### src/rtl/mips_pkg.sv
// Shared definitions for the MIPS program loader: state encoding,
// HLT opcode and the position of the opcode field in an instruction word.
package mips_pkg;

  // Loader state encoding, kept as plain constants for legacy tools
  typedef logic [2:0] state_t;

  localparam state_t ST_IDLE    = 3'd0;
  localparam state_t ST_REGINIT = 3'd1;
  localparam state_t ST_LOAD    = 3'd2;
  localparam state_t ST_LAUNCH  = 3'd3;
  localparam state_t ST_RUN     = 3'd4;
  localparam state_t ST_DONE    = 3'd5;
  localparam state_t ST_ERR     = 3'd6;

  // Opcode of the HLT instruction and where the opcode sits in a word
  localparam logic [5:0] HLT_OPCODE = 6'h3F;
  localparam int         OP_HI      = 31;
  localparam int         OP_LO      = 26;

  // Size of the core register file that gets seeded before a load
  localparam int NUM_REGS = 32;

  // Extracts the opcode field from a 32-bit instruction word
  function automatic logic [5:0] opcode_of(input logic [31:0] word);
    return word[OP_HI:OP_LO];
  endfunction

endpackage

### src/rtl/prog_loader.sv
// Program loader for a small MIPS core: seeds the register file with
// Rk=k, streams a program into instruction memory, insists that a HLT
// instruction was loaded, then releases the core and waits for it to halt.
module prog_loader
  import mips_pkg::*;
#(
  parameter int         ADDR_W = 10,
  parameter logic [5:0] HLT_OP = HLT_OPCODE
) (
  input  logic              clk1,
  input  logic              rst_n,
  input  logic              start,
  input  logic              in_valid,
  input  logic [31:0]       in_data,
  input  logic              in_last,
  output logic              in_ready,
  output logic              reg_we,
  output logic [4:0]        reg_waddr,
  output logic [31:0]       reg_wdata,
  output logic              mem_we,
  output logic [ADDR_W-1:0] mem_addr,
  output logic [31:0]       mem_wdata,
  output logic              core_halt,
  output logic              core_init,
  input  logic              core_halted,
  output logic [ADDR_W:0]   word_count,
  output logic              done,
  output logic              err
);

  localparam logic [ADDR_W:0] DEPTH    = {1'b1, {ADDR_W{1'b0}}};
  localparam logic [4:0]      LAST_REG = 5'(NUM_REGS - 1);

  state_t     state;
  logic       hlt_seen;
  logic [4:0] reg_k;
  logic       mem_full;
  logic       xfer;
  logic       word_is_hlt;

  // Handshake and write-port decode; a full memory refuses further words
  always_comb begin
    mem_full    = (word_count == DEPTH);
    in_ready    = (state == ST_LOAD) && !mem_full;
    xfer        = in_valid && in_ready;
    word_is_hlt = (opcode_of(in_data) == HLT_OP);
    reg_we      = (state == ST_REGINIT);
    reg_waddr   = reg_k;
    reg_wdata   = {27'd0, reg_k};
    mem_we      = xfer;
    mem_addr    = word_count[ADDR_W-1:0];
    mem_wdata   = in_data;
    core_halt   = (state != ST_RUN);
    core_init   = (state == ST_LAUNCH);
    done        = (state == ST_DONE);
    err         = (state == ST_ERR);
  end

  // Sequencer: register seeding, program load, launch and run supervision
  always_ff @(posedge clk1) begin
    if (!rst_n) begin
      state      <= ST_IDLE;
      word_count <= '0;
      hlt_seen   <= 1'b0;
      reg_k      <= '0;
    end else begin
      case (state)
        ST_IDLE, ST_DONE, ST_ERR: begin
          if (start) begin
            state      <= ST_REGINIT;
            word_count <= '0;
            hlt_seen   <= 1'b0;
            reg_k      <= '0;
          end
        end
        ST_REGINIT: begin
          reg_k <= reg_k + 5'd1;
          if (reg_k == LAST_REG) begin
            state <= ST_LOAD;
          end
        end
        ST_LOAD: begin
          if (mem_full) begin
            state <= ST_ERR;
          end else if (xfer) begin
            word_count <= word_count + (ADDR_W+1)'(1);
            if (word_is_hlt) begin
              hlt_seen <= 1'b1;
            end
            if (in_last) begin
              state <= (hlt_seen || word_is_hlt) ? ST_LAUNCH : ST_ERR;
            end
          end
        end
        ST_LAUNCH: begin
          state <= ST_RUN;
        end
        ST_RUN: begin
          if (core_halted) begin
            state <= ST_DONE;
          end
        end
        default: begin
          state <= ST_IDLE;
        end
      endcase
    end
  end

endmodule
### config.mk
export PLATFORM = sky130hd
export DESIGN_NAME = prog_loader
export DESIGN_NICKNAME = d
export VERILOG_FILES = /design/src/rtl/mips_pkg.sv /design/src/rtl/prog_loader.sv
export SDC_FILE = /design/constraint.sdc
export NUM_CORES = 1
export LEC_CHECK = 0
export CORE_UTILIZATION = 35
export CTS_BUF_LIST = sky130_fd_sc_hd__clkbuf_4 sky130_fd_sc_hd__clkbuf_8 sky130_fd_sc_hd__clkbuf_16
export DETAILED_ROUTE_END_ITERATION = 6
export HOLD_SLACK_MARGIN = 0.15
export PLACE_DENSITY = 0.91
export RECOVER_POWER = 50
export SLEW_MARGIN = 10
export SYNTH_ARGS = -nofsm -noshare
export SYNTH_HDL_FRONTEND = slang
export SYNTH_SLANG_ARGS = --single-unit
### constraint.sdc
create_clock -name clk1 -period 3 [get_ports clk1]
set_clock_uncertainty 0.15 [all_clocks]
set_input_delay 0.75 -clock clk1 [delete_from_list [all_inputs] [get_ports clk1]]
set_output_delay 0.75 -clock clk1 [all_outputs]
set_load 0.005 [all_outputs]
==> flow_summary.toml <==
[status]
status = "finished, final reports clean"

[floorplan]
dieArea_um2 = 5370
die_h_um = 73.3
initial_core_util_pct = 36.9
die_w_um = 73.3
rows = 25
coreArea_um2 = 4820
io_pins = 135

[synthesis]
synth_cells = 225
yosysWarnings = 0
yosysTopAreaCellShare_pct = 32.1
synthTopCellsByArea = "buf_4 (32%), dfxtp_1 (23%), a21oi_1 (3.1%)"
synth.most_common_cell = "buf_4"
synthFlopType = "dfxtp_1"
seq_area_frac_synth_pct = 22.5
synthArstFlopShare_pct = 0
synth_area_per_cell_um2 = 7.90
syn-cell-area_um2 = 1780
synth_largest_area_cell = "buf_4"
netlist_top_cells_count = "buf_4 (76), dfxtp_1 (20)"
synth_edf_count = 0
synth-seq-cells = 20
ys_types = 43

[pwr]
leakagePower_uw = 0.000800
cellPowerDensity_nw_per_um2 = 496
ir_worst_vdd_uv = 192

[final_layout]
instances_no_fill = 302
area_delta_synth_final_pct = 12.4
antennaDiodeCount = 0
filler_cell_count = 493
drive_above_1_share_pct = 4.68
multi_input_area_um2 = 858
final_nets = 279
final-seq-area_um2 = 400
utilization_pct = 41.5

[drt]
drc = 0
vias_per_cell = 4.75
wire_per_inst_um = 12.1
drt_first_pass_iters = 4
postRouteAntennaNets = 0
drt-total-wl_um = 3670
drt_iter0_drc = 97
via_count = 1435

[global_route]
busiest_layer = "met2"
antenna_found_initial = 0
grtUsageMet1_pct = 16.0
gr-total-overflow = 0
grt_pass1_wl_um = 5670
grt_max_degree = 22
track_usage_pct = 13.4
met3_usage_pct = 2.33
grt_use_met2_pct = 22.9
first_global_vias = 1246

[setup_path]
critPathLaunchType = "flip-flop"
arrival_ns = 1.99
cp-end-kind = "output pin"
critical_path_class = "reg2out"
cp_max_fo = 8
critPathRequiredTime_ns = 2.10

[placement]
port_buffers = 55
place_congestion = 0.757
hpwl_um = 2780
placed_cells = 299

[sta]
fin_crit_ns = 2.89
slew_viol_final = 0
maxSlewHeadroom_pct = 55.1
finalCritPeriodShare_pct = 96.3
setup_viol = 0
rsz0062_at_grt = "no"
hold_viol_final = 0
worst_pin_slew_ns = 0.674
timing.fmax_mhz = 346
final.setup.tns_ns = 0

[flow_run]
drv_cap = 0

[clocking]
cts_made_buffers = 3
cts_sinks = 20
clkSlewWorstSetupHoldPaths_ns = 0.07
clk_latency_ns = 0.26
cts_tree = "yes"
htree_num_levels = 1
holdBufCountCts = 0
clockBufferDepth = 2
root_buffer = "clkbuf_8"

[worst_hold_path]
hold_path_class = "reg2reg"
-- cell type report --
class,instances,area share [%]
multi-input cells,142,43.0
well taps,67,4.20
repair buffers,60,28.9
inverters,10,1.88
clock buffers,3,2.07
flip-flops and latches,20,20.0
-- kinds of logic (layout without fill, tap and decap cells) --
logic type | count (synthesis) | in the layout | share of synthesized area, %
xor gates and xnor gates | 1 | 1 | 0.493
and+or+nand+nor | 61 | 61 | 20.1
AOI/OAI and AO/OA | 45 | 45 | 16.3
muxes | 3 | 3 | 1.69
other | 1 | 27 | 0.211
buffers and inverters | 89 | 73 | 35.3
adders and majority gates | 5 | 5 | 3.38
DFF | 20 | 20 | 22.5
-- report_power, final --
part / internal (uW) / switching (uW)
registers: 291 / 26.3
clock network: 89.4 / 87.4
logic: 224 / 273
total: 604 / 387
-- sequential cells by signal, summed over array words and instances, names as in the netlist --
signal and flops:
reg_waddr 5, word_count 11, state 3, hlt_seen 1
-- layer usage --
metal | up-vias | wire length [um] | share of wire (%)
met5 | - | 0 | 0
met4 | 0 | 91 | 2.5
met3 | 14 | 291 | 7.9
met2 | 64 | 1730 | 47
met1 | 669 | 1550 | 42
li1 | 688 | - | -
-- metrics by stage --
step | hold slack, ns | cell area [um2] | power (uW) | worst slack, ns
6_report | 0.318 | 2000 | 991 | 0.112
5_1_grt | 0.384 | 2000 | 1070 | 0.0362
4_1_cts | 0.316 | 2010 | 1020 | 0.0455
3_5_place_dp | 0.298 | 1970 | 846 | 0.166
3_3_place_gp | 0.280 | 1970 | 834 | 0.207
2_1_floorplan | 0.270 | 1880 | 728 | 0.874
-- worst paths after layout --
check | from | endpoint | slack [ns] | cells past startpoint
hold reg to reg | hlt_seen | hlt_seen | 0.32 | 2
setup / recovery | state[0] | mem_we | 0.11 | 4
hold / removal | hlt_seen | hlt_seen | 0.32 | 2
setup reg to reg | word_count[0] | word_count[6] | 0.71 | 8
-- worst max-delay path, stage by stage (launching register included) --
cell	delay, ns
dfxtp_1	0.38
or3b_4	0.45
a31oi_4	0.20
and2_1	0.19
clkdlybuf4s50_1	0.52
-- cells in the final DEF (no fill, tap or decap), types with 3 or more instances in the layout --
cell	count
a21boi_0	3
a21oi_1	11
clkbuf_1	3
clkbuf_8	3
clkdlybuf4s50_1	40
conb_1	27
dfxtp_1	20
dlygate4sd3_1	15
ha_1	4
inv_1	10
mux2i_1	3
nand2_1	10
nand3_1	11
nor2_1	11
nor2b_1	5
o21a_1	4
o21ai_0	11
o31ai_1	3
or3_1	6
-- what timing repair did --
action | 4_1_cts | 5_1_grt
setup buffers | 0 | 0
gates resized for setup | 0 | 2
setup endpoints to repair | 0 | 1
Power figures use the tool's default switching activity.
